`config.mk`:
```
export PLATFORM = sky130hd
export DESIGN_NAME = rrat_commit
export DESIGN_NICKNAME = d
export VERILOG_FILES = /design/src/rtl/rrat_commit_pkg.sv /design/src/rtl/rrat_commit_preg_scan_ctr.sv /design/src/rtl/rrat_commit.sv
export SDC_FILE = /design/constraint.sdc
export NUM_CORES = 1
export LEC_CHECK = 0
export CORE_MARGIN = 4
export CORE_UTILIZATION = 35
export CTS_CLUSTER_DIAMETER = 50
export DETAILED_ROUTE_END_ITERATION = 6
export PLACE_DENSITY_LB_ADDON = 0.3
export RECOVER_POWER = 25
export SYNTH_ARGS = -nofsm -noshare
export SYNTH_HDL_FRONTEND = slang
export SYNTH_HIERARCHICAL = 1
export SYNTH_SLANG_ARGS = --single-unit
```
`constraint.sdc`:
```
create_clock -name clk -period 20.1 [get_ports clk]
set_input_delay 3.015 -clock clk [delete_from_list [all_inputs] [get_ports clk]]
set_output_delay 3.015 -clock clk [all_outputs]
set_load 0.01 [all_outputs]
```
`src/rtl/rrat_commit_pkg.sv`:
```
// Shared rename/retire constants and types: register counts, tag types, recovery states.
package rrat_commit_pkg;

    localparam int unsigned NUM_AREG = 32;
    localparam int unsigned NUM_PREG = 64;
    localparam int unsigned AREG_W   = 5;
    localparam int unsigned PTAG_W   = 6;

    typedef logic [AREG_W-1:0] areg_t;
    typedef logic [PTAG_W-1:0] ptag_t;
    typedef logic [NUM_AREG-1:0][PTAG_W-1:0] rrat_map_t;

    typedef enum logic [1:0] {
        ST_IDLE    = 2'd0,
        ST_RESTORE = 2'd1,
        ST_SCAN    = 2'd2
    } rec_state_e;

    // Architectural register i maps to physical tag i out of reset.
    function automatic rrat_map_t identity_map();
        rrat_map_t m;
        for (int i = 0; i < int'(NUM_AREG); i++) begin
            m[i] = PTAG_W'(i);
        end
        return m;
    endfunction

    // The tags backing the identity map are the only ones in use out of reset.
    function automatic logic [NUM_PREG-1:0] in_use_at_reset();
        logic [NUM_PREG-1:0] v;
        v = '0;
        for (int i = 0; i < int'(NUM_AREG); i++) begin
            v[i] = 1'b1;
        end
        return v;
    endfunction

endpackage

```
`src/rtl/rrat_commit_preg_scan_ctr.sv`:
```
// Walks the physical-register bitmap once, emitting every tag that is not in use.
module rrat_commit_preg_scan_ctr
    import rrat_commit_pkg::*;
(
    input  logic                clk,
    input  logic                reset,
    input  logic                i_clear,
    input  logic                i_abort,
    input  logic [NUM_PREG-1:0] i_in_use,
    output logic                o_valid,
    output logic [PTAG_W-1:0]   o_ptag,
    output logic                o_last_c
);

    localparam ptag_t LAST_TAG = PTAG_W'(NUM_PREG - 1);

    logic  r_run;
    logic  r_valid;
    ptag_t r_cnt;
    ptag_t w_next;

    assign w_next   = r_cnt + PTAG_W'(1);
    assign o_last_c = r_run && (r_cnt == LAST_TAG);
    assign o_valid  = r_valid;
    assign o_ptag   = r_cnt;

    // r_cnt is the tag currently presented; the flag stops the pass at the last tag.
    always_ff @(posedge clk or posedge reset) begin
        if (reset) begin
            r_run   <= 1'b0;
            r_valid <= 1'b0;
            r_cnt   <= '0;
        end else if (i_abort) begin
            r_run   <= 1'b0;
            r_valid <= 1'b0;
            r_cnt   <= '0;
        end else if (i_clear) begin
            r_run   <= 1'b1;
            r_valid <= !i_in_use[0];
            r_cnt   <= '0;
        end else if (r_run) begin
            if (r_cnt == LAST_TAG) begin
                r_run   <= 1'b0;
                r_valid <= 1'b0;
                r_cnt   <= '0;
            end else begin
                r_valid <= !i_in_use[w_next];
                r_cnt   <= w_next;
            end
        end
    end

endmodule

```
`src/rtl/rrat_commit.sv`:
```
// Retirement RAT: committed arch->phys map, superseded-tag frees and flush recovery.
module rrat_commit
    import rrat_commit_pkg::*;
(
    input  logic                              clk,
    input  logic                              reset,
    input  logic                              commit_valid,
    input  logic [AREG_W-1:0]                 commit_areg,
    input  logic [PTAG_W-1:0]                 commit_ptag,
    input  logic                              flush,
    output logic [NUM_AREG-1:0][PTAG_W-1:0]   rrat_map,
    output logic                              free_valid,
    output logic [PTAG_W-1:0]                 free_ptag,
    output logic                              rat_restore,
    output logic                              recover_busy,
    output logic                              recover_valid,
    output logic [PTAG_W-1:0]                 recover_ptag
);

    rec_state_e          r_state;
    rrat_map_t           r_map;
    logic [NUM_PREG-1:0] r_in_use;
    logic                r_free_valid;
    ptag_t               r_free_ptag;
    logic                r_rat_restore;
    logic                r_busy;

    logic  w_commit;
    logic  w_zero_dst;
    logic  w_do_free;
    ptag_t w_old;
    ptag_t w_free_tag;
    logic  w_scan_clear;
    logic  w_scan_abort;
    logic  w_scan_last;

    // Map writes land at the clock edge, so a following commit reads the updated entry.
    assign w_commit     = commit_valid && (r_state == ST_IDLE);
    assign w_zero_dst   = (commit_areg == '0);
    assign w_old        = r_map[commit_areg];
    assign w_do_free    = w_commit && (w_old != commit_ptag);
    assign w_free_tag   = w_zero_dst ? commit_ptag : w_old;

    assign w_scan_clear = (r_state == ST_RESTORE) && !flush;
    assign w_scan_abort = flush && (r_state != ST_IDLE);

    // Commit path: update map and bitmap, return the superseded (or dead) tag.
    always_ff @(posedge clk or posedge reset) begin
        if (reset) begin
            r_map        <= identity_map();
            r_in_use     <= in_use_at_reset();
            r_free_valid <= 1'b0;
            r_free_ptag  <= '0;
        end else begin
            r_free_valid <= w_do_free;
            r_free_ptag  <= w_do_free ? w_free_tag : '0;
            if (w_do_free && !w_zero_dst) begin
                r_map[commit_areg]    <= commit_ptag;
                r_in_use[w_old]       <= 1'b0;
                r_in_use[commit_ptag] <= 1'b1;
            end
        end
    end

    // Recovery sequencer; a flush at any busy point restarts from RESTORE.
    always_ff @(posedge clk or posedge reset) begin
        if (reset) begin
            r_state       <= ST_IDLE;
            r_rat_restore <= 1'b0;
            r_busy        <= 1'b0;
        end else begin
            case (r_state)
                ST_IDLE: begin
                    if (flush) begin
                        r_state       <= ST_RESTORE;
                        r_rat_restore <= 1'b1;
                        r_busy        <= 1'b1;
                    end
                end
                ST_RESTORE: begin
                    if (!flush) begin
                        r_state       <= ST_SCAN;
                        r_rat_restore <= 1'b0;
                    end
                end
                ST_SCAN: begin
                    if (flush) begin
                        r_state       <= ST_RESTORE;
                        r_rat_restore <= 1'b1;
                    end else if (w_scan_last) begin
                        r_state <= ST_IDLE;
                        r_busy  <= 1'b0;
                    end
                end
                default: begin
                    r_state       <= ST_IDLE;
                    r_rat_restore <= 1'b0;
                    r_busy        <= 1'b0;
                end
            endcase
        end
    end

    rrat_commit_preg_scan_ctr u_scan (
        .clk      (clk),
        .reset    (reset),
        .i_clear  (w_scan_clear),
        .i_abort  (w_scan_abort),
        .i_in_use (r_in_use),
        .o_valid  (recover_valid),
        .o_ptag   (recover_ptag),
        .o_last_c (w_scan_last)
    );

    // Every committed mapping owns exactly one tag while no recovery is in flight.
    always_ff @(posedge clk) begin
        if (!reset && (r_state == ST_IDLE)) begin
            assert ($countones(r_in_use) == int'(NUM_AREG));
        end
    end

    assign rrat_map     = r_map;
    assign free_valid   = r_free_valid;
    assign free_ptag    = r_free_ptag;
    assign rat_restore  = r_rat_restore;
    assign recover_busy = r_busy;

endmodule

```
== Word-level counts from Yosys, hierarchy flattened ==
Index checks and enable logic that the tools add are counted.
Operators by class
  add/subtract/negate cells: 1
  multipliers: 0
  div/mod/pow operators: 0
  order comparisons: 7
  equality and inequality tests: 10
  shift operators: 0
  muxes and demuxes: 36
  bitwise gates (word level): 4
  reduce and logical (&&, ||, !) cells: 21
Operators by type and width (count)
  $bwmux W192: 1
  $and A64 B64 Y64: 1
  $not A64 Y64: 1
  $or A64 B64 Y64: 1
  $mux W6: 8
  $bmux W6 S5: 1
  $demux W6 S5: 1
  $lt A6 B7 Y1 const B: 3
  $mux W1: 15
  $demux W1 S6: 2
  $ge A6 B1 Y1 const B: 2
  $logic_and A1 B1 Y1: 9
  $mux W2: 4
  $add A6 B1 Y6 const B: 1
  $bmux W1 S6: 1
  $eq A6 B6 Y1 const B: 1
  $lt A5 B6 Y1 const B: 1
  $ne A2 B2 Y1 const B: 3
  $ne A6 B6 Y1: 1
  $pmux W2 S3: 1
  $ge A5 B1 Y1 const B: 1
  $logic_not A5 Y1: 1
  $logic_not A1 Y1: 4
  $ne A2 B1 Y1 const B: 2
  other kinds (13): 13
Storage, ports and cells
  flip-flop bits (word level): 275
  bits in latches: 0
  memory bits (writable): 0
  ROM bits: 0
  input port bits: 15
  output and inout port bits: 208
  memories kept: 0

== Logic depth before layout (Yosys ltp) ==
Gate-level depths: netlist of run 1.
  depth after elaboration: 9
  depth in mapped cells: 14
  depth with buffers taken out: 8

== Hierarchy ==
The synthesis of run 1 kept the hierarchy.
Modules (own cells, without submodules)
  rrat_commit: instances 1, cells an instance 1079, area each 13915.8 um^2, seq. area each 6821.5 um^2
  rrat_commit_preg_scan_ctr: instances 1, cells an instance 84, area each 957.2 um^2, seq. area each 200.2 um^2

== Least setup slack after synthesis of run 1 ==
No wires, ideal clock.
  path kind: input to register
  from: input port commit_areg[1]
  to: register r_map (netlist bit rrat_map[164])
  library setup time: 0.127 ns
  data arrival time: 6.093 ns
  required time: 19.973 ns
  path slack: 13.879 ns
  stages on the path: 14
  path through: buf_6 -> buf_6 -> buf_8 -> buf_8 -> buf_6 -> mux2i_1 -> a21oi_1 -> a21oi_2 -> a21oi_1 -> nor4b_4 -> buf_6 -> buf_12 -> a211o_4 -> mux2_1
Between the ends
  cells in the longest elaborated chain, start to end: 5
  elaborated cells between the ends (all ways): 13
  classes of those cells: order compare: 2; eq/ne: 1; mux: 5; reduce/logical: 5
RTL lines
  start: declaration: RTL line rrat_commit.sv:8  | input logic [AREG_W-1:0] commit_areg,
  $lt A5 B6 Y1 (implied by the code), or another cell as far along: RTL line rrat_commit.sv:58  | r_map[commit_areg] <= commit_ptag;
  $logic_and A1 B1 Y1 (implied by the code) / $mux W6 (equally long branches): RTL line rrat_commit.sv:58, rrat_commit.sv:40
  $mux W6 (implied by the code) / $ne A6 B6 Y1 (equally long branches): RTL line rrat_commit.sv:58, rrat_commit.sv:41
  $demux W6 S5 / $logic_and A1 B1 Y1 (equally long branches): RTL line rrat_commit.sv:58, rrat_commit.sv:41
  $bwmux W192 / $logic_and A1 B1 Y1 (equally long branches): RTL line rrat_commit.sv:58, rrat_commit.sv:57
  end signal: assignment: RTL line rrat_commit.sv:50  | r_map <= identity_map();
  end signal: indexed assignment: RTL line rrat_commit.sv:58
  end: declaration: RTL line rrat_commit.sv:21  | rrat_map_t r_map;
Several ways; a longest one is shown, not always the timed one. The select of a mux whose other input is x is not followed.
A chain may end at the register's enable or synchronous reset.

==> results.yml, run 1 <==
synthesis:
  yosysSeqAreaShare: 0.472
  yosysTopAreaCell: "dfrtp_1"
  netlist_top_cells_count: "163 x dfrtp_1, 112 x dfstp_2, 96 x mux2i_1"
  syn_area_mm2: 0.0149
  synth.avg_cell_area_um2: 12.8
  synthFlopType: "dfrtp_1"
  synth-edff-count: 0
  synth_warnings: 6
  synth.most_common_cell: "dfrtp_1"
  ys_types: 74
  postSynthCellCount: 1163
  synth_top_area_share: 0.274
  synth-seq-cells: 275
  async_reset_ff_frac: 1.00
  postSynthNetCount: 1179
  ys_top_cells_by_area: "dfrtp_1 27%, dfstp_2 20%, mux2_2 6.8%, mux2i_1 6.5%, mux2_1 5.0%"
timing:
  setup_tns_ps: 0
  finalCritPeriodShare: 0.418
  fmax_ghz: 0.119
  hold_viol_final: 0
  drv_slew: 128
  setup_viol_count_final: 0
  worst_pin_slew_ps: 5750
  fin_skew_ps: 28.8
  rsz0062_at_grt: "false"
  finalWorstSetupSlack_ps: 11690
  min_period_ps: 8410
  max_slew_margin: -2.85
power_and_ir_drop:
  powerDensity_mw_per_mm2: 95.2
  leakage_nw: 7.70
  intPower_mw: 1.24
  switching_power_uw: 529
  ir_drop_mv: 0.0532
  seqPwrFrac: 0.405
  sw_frac_of_total: 0.299
  pwr-share-comb: 0.223
  clockPowerShare: 0.372
run_status:
  violations: "capacitance limit, slew limit"
  outcome: "complete, but fails checks"
placement:
  dp_hpwl_um: 35100
  place.gp.congestion: 0.869
  port_buffers: 222
  dp_slack_ps: 11940
floorplan:
  core_mm2: 0.0419
  chipWidth_um: 214
  dieArea_mm2: 0.0459
  io_pins: 223
  rows: 75
  start_util: 0.355
  die_h_um: 214
cts:
  holdBufCountCts: 0
  clk_pin_slew_worst_paths_ps: 50
  h-tree-depth: 2
  cts_buffers: 36
  post_cts_resize_count: 0
  clk_latency_ps: 560
  cts_sinks: 275
  cts-root-buf: "clkbuf_16"
  cts_tree: "built"
  cts_buffer_depth: 3
  post_cts_buffers: 0
worst_setup_path:
  r2r_slack_ps: 15790
  start_kind: "input port"
  crit_type: "input port to async pin"
  setup.worst_path.start: "reset"
  cp.required_ps: 20670
  worstPathMaxFanout: 127
  cp-end-kind: "async pin"
  timing.rr.start: "rrat_map[55]"
  r2r-end: "rrat_map[116]"
  arrival_ps: 8980
  worst_r2r_path_depth: 9
  setup.worst_path.end: "rrat_map[1]"
drt:
  vias_per_cell: 5.70
  routedWlPerCell_um: 25.8
  drtIter0Drc: 835
  drtAntennaViolNets: 0
  drt-total-wl_um: 49600
  first_pass_iters: 6
  num_vias: 10900
  drc: 0
cells_and_area:
  nNetsFinal: 1367
  drive_above_1_share: 0.285
  multi_input_area_mm2: 0.00712
  nFillCells: 3824
  ff_latch_area_mm2: 0.00702
  area_growth_pct: 25.0
min_path:
  min_path_type: "flop to flop"
flow_run:
  maxCapViolations: 1
global_route:
  antenna_found_initial: 1
  grt_start_max_net_pins: 128
  grt_use_total: 0.212
  grt_pass1_vias: 11300
  grt_pass1_wl_um: 75300
  grt_overflow_total: 0
[worst min-delay path by stage]
stage                     depth (start not counted)          end   startpoint  slack, ps
after detailed placement                          0  rrat_map[2]  rrat_map[2]        400
after floorplan                                   2  r_in_use[7]  r_in_use[7]        440
after global placement                            0  rrat_map[1]  rrat_map[1]        410
after global routing                              0  rrat_map[0]  rrat_map[0]        420
after CTS                                         0  rrat_map[2]  rrat_map[2]        420
final                                             0  rrat_map[1]  rrat_map[1]        410
[final cells by class]
cell class | count | area share
multi-input cells | 749 | 0.383
flip-flops and latches | 275 | 0.378
repair buffers | 241 | 0.127
clock buffers | 50 | 0.0551
well taps | 539 | 0.0363
clock inverters | 16 | 0.0110
inverters | 48 | 0.00976
diodes | 1 | 0.000135
[routing by layer]
metal,global-route usage,share of wire,up-vias
met3,0.0410,0.063,89
met2,0.344,0.48,432
li1,-,-,4829
met4,0.0815,0.039,0
met1,0.282,0.42,5579
met5,0,0,-
[critical path, cell delays in order]
cell and delay, ps:
dlygate4sd3_1 570, clkinvlp_2 3180, buf_4 1180, buf_4 830
[state kept, by name, indices dropped and copies added, names as in the netlist]
name / count
u_scan/r_run: 1
r_in_use: 64
free_ptag: 6
recover_busy: 1
u_scan/o_valid: 1
rat_restore: 1
free_valid: 1
r_state: 2
rrat_map: 192
u_scan/o_ptag: 6
[cells in the final DEF (no fill, tap or decap), types with 7 or more instances in the layout]
master | synthesis | routed
nor3_1 | 9 | 9
a2111oi_4 | 13 | 13
a22oi_1 | 8 | 8
mux4_2 | 19 | 19
mux2_2 | 90 | 90
clkbuf_16 | 0 | 36
dlygate4sd3_1 | 0 | 39
nand3_1 | 24 | 24
buf_4 | 6 | 19
o41ai_1 | 29 | 29
a21oi_4 | 8 | 8
nand2_1 | 42 | 42
clkdlybuf4s50_1 | 0 | 181
dfstp_2 | 112 | 112
inv_1 | 47 | 46
clkbuf_1 | 51 | 7
dfrtp_1 | 163 | 163
or4_1 | 12 | 12
mux2i_1 | 96 | 96
clkbuf_8 | 0 | 7
mux2_4 | 30 | 30
a21oi_1 | 21 | 21
o311ai_4 | 13 | 13
nor2_1 | 38 | 38
a2111oi_0 | 23 | 23
o21ai_1 | 30 | 30
mux2_1 | 66 | 66
or3_1 | 8 | 8
o22ai_1 | 66 | 66
a211oi_1 | 8 | 8
nand2b_1 | 9 | 9
[per-stage QoR]
stage	hold WS [ps]	cells	utilization	power (mW)	area [um^2]
finish	406	1919	0.443	1.77	18600
global route	421	1918	0.443	1.84	18600
CTS	416	1918	0.443	1.79	18600
detailed placement	404	1852	0.414	1.12	17400
global placement	407	1852	0.414	1.12	17400
floorplan	442	1163	-	0.931	14900
[power by group through the flow]
stage	sequential [mW]	combinational (mW)	clock (mW)
after floorplan	0.722	0.209	0
after global placement	0.725	0.394	0
after detailed placement	0.724	0.399	0
after CTS	0.717	0.400	0.673
after global routing	0.726	0.422	0.695
final	0.717	0.395	0.658
[cell families (layout without fill, tap and decap cells)]
family                     after synthesis  in the layout  share of synthesized area
xor gates and xnor gates                 6              6                    0.00353
other                                    0              1                          0
and+or+nand+nor                        193            193                     0.0739
adders and majority gates                1              1                   0.000841
DFF                                    275            275                      0.472
AOI/OAI and AO/OA                      248            248                      0.157
muxes                                  301            301                      0.242
buffers and inverters                  139            355                     0.0506
Note: power is estimated with default switching activity, not from simulation.
==> inputs of run 2 (changes only) <==
- clock period: 20.1 -> 7.9 ns (I/O delays scaled with it)
==> run 2 against run 1 <==
Against the previous run: the run still ends with capacitance limit, slew limit left; setup slack got worse by 9400 ps; clock power increased to 2.6 times the previous value; die area unchanged; hold slack improved by 1.5 ps; utilization increased by 0.051 points; first-iteration DRC count decreased by 3.7%; wire length decreased by 0.12%; sequential power increased to 2.5 times the previous value; non-clock buffer count decreased by 1; sequential cell count unchanged; combinational power increased to 2.6 times the previous value; critical path type is now input port to flop; sequential share of layout area about the same.
==> results.yml, run 2 (synthesis results as in run 1) <==
flow_run:
  maxCapViolations: 2
drt:
  drc: 0
  drt-total-wl_um: 49500
  first_pass_iters: 5
  routedWlPerCell_um: 25.8
  drtIter0Drc: 804
  num_vias: 11000
  drtAntennaViolNets: 0
  vias_per_cell: 5.72
cts:
  cts_tree: "built"
  cts_buffers: 37
  holdBufCountCts: 0
  h-tree-depth: 2
  post_cts_buffers: 0
  post_cts_resize_count: 0
  cts_sinks: 275
  cts_buffer_depth: 3
  clk_pin_slew_worst_paths_ps: 60
  clk_latency_ps: 540
  cts-root-buf: "clkbuf_16"
global_route:
  grt_pass1_wl_um: 74400
  grt_use_total: 0.209
  grt_overflow_total: 0
  grt_pass1_vias: 11200
  grt_start_max_net_pins: 196
  antenna_found_initial: 2
worst_setup_path:
  r2r_slack_ps: 3590
  cp.required_ps: 8350
  arrival_ps: 6030
  r2r-end: "r_in_use[38]"
  worst_r2r_path_depth: 10
  timing.rr.start: "rrat_map[67]"
  worstPathMaxFanout: 31
  cp-end-kind: "flop"
  crit_type: "input port to flop"
  start_kind: "input port"
placement:
  placed_cells: 1851
  dp_hpwl_um: 34700
  port_buffers: 222
  place.gp.congestion: 0.860
  place_area_mm2: 0.0174
floorplan:
  die_h_um: 214
  dieArea_mm2: 0.0459
  chipWidth_um: 214
  core_mm2: 0.0419
  start_util: 0.355
  rows: 75
  io_pins: 223
cells_and_area:
  postLayoutCellArea_mm2: 0.0186
  nNetsFinal: 1367
  area_growth_pct: 25.1
  final_cell_mix: "217 x clkdlybuf4s50_1, 163 x dfrtp_1, 112 x dfstp_2, 96 x mux2i_1, 90 x mux2_2"
  fin_cells: 1919
  nFillCells: 3818
  drive_above_1_share: 0.283
  final_common_cell: "clkdlybuf4s50_1"
  largest_reg_flops: 192
  fin_util: 0.444
timing:
  finalCritPeriodShare: 0.707
  hold_viol_final: 0
  fmax_ghz: 0.179
  fin_skew_ps: 16.4
  max_slew_margin: -1.12
  drv_slew: 82
  setup_viol_count_final: 0
  setup_tns_ps: 0
  rsz0062_at_grt: "false"
  min_period_ps: 5590
  worst_pin_slew_ps: 3180
power_and_ir_drop:
  leakage_nw: 7.62
  clockPowerShare: 0.376
  powerDensity_mw_per_mm2: 245
  ir_drop_mv: 0.127
  switching_power_mw: 1.34
  seqPwrFrac: 0.399
  pwr-share-comb: 0.225
  intPower_mw: 3.21
  power_mw: 4.56
  sw_frac_of_total: 0.295
min_path:
  hold_start: "rrat_map[3]"
  min_path_type: "flop to flop"
  hold-path-endpoint: "rrat_map[3]"
  whs_path_depth: 0
run_status:
  outcome: "complete, but fails checks"
  violations: "capacitance limit, slew limit"
## run 2: cell types whose count changed in the layout (fill, tap and decap cells not counted), sizes merged
cell,change
dlygate4sd3,-37
clkbuf,+6
buf,-2
clkdlybuf4s50,+36
clkinv,+1
clkinvlp,-4
## run 2: area by class of cell
| cell class | count | area (um^2) | share of cell area |
|---|---|---|---|
| inverters | 48 | 181 | 0.00975 |
| flip-flops and latches | 275 | 7020 | 0.377 |
| repair buffers | 240 | 2350 | 0.126 |
| clock buffers | 54 | 1090 | 0.0587 |
| diodes | 1 | 2.50 | 0.000134 |
| well taps | 539 | 674 | 0.0362 |
| clock inverters | 13 | 164 | 0.00881 |
| multi-input cells | 749 | 7120 | 0.383 |
## run 2: through the flow
stage               setup slack, ps  hold slack [ps]
global placement               2040              389
finish                         2310              408
global route                   2060              417
CTS                            2440              408
detailed placement             1880              388
floorplan                      3280              442
## run 2: worst max path at each step
stage / slack [ps] / to / startpoint / depth (start not counted)
floorplan: 3280 / free_ptag[0] / reset / 1
global placement: 2040 / r_in_use[38] / commit_areg[4] / 11
detailed placement: 1880 / r_in_use[44] / commit_areg[4] / 11
CTS: 2440 / r_in_use[20] / commit_areg[4] / 11
global route: 2060 / r_in_use[20] / commit_areg[4] / 11
finish: 2310 / r_in_use[38] / commit_areg[4] / 11
## run 2: critical path, cell delays in order
cell	delay, ps
clkdlybuf4s50_1	910
or4_1	420
o22ai_1	180
nor4_1	640
a21oi_1	150
or4b_4	580
nor2_4	790
buf_4	390
buf_4	380
a2111oi_0	170
o22ai_1	210
## run 2: power groups by stage
stage	Sequential, mW	Combinational [mW]	Clock [mW]
after global placement	1.83	1.02	0
after global routing	1.84	1.09	1.81
final	1.82	1.03	1.71
after CTS	1.82	1.03	1.75
after detailed placement	1.83	1.03	0
after floorplan	1.84	0.532	0
## run 2: metal layers
metal / vias to the layer above / track usage / wire (um)
met2: 414 / 0.336 / 23500
met5: - / 0 / 0
met3: 94 / 0.0492 / 3280
met4: 0 / 0.0765 / 1820
met1: 5662 / 0.277 / 21000
li1: 4811 / - / -
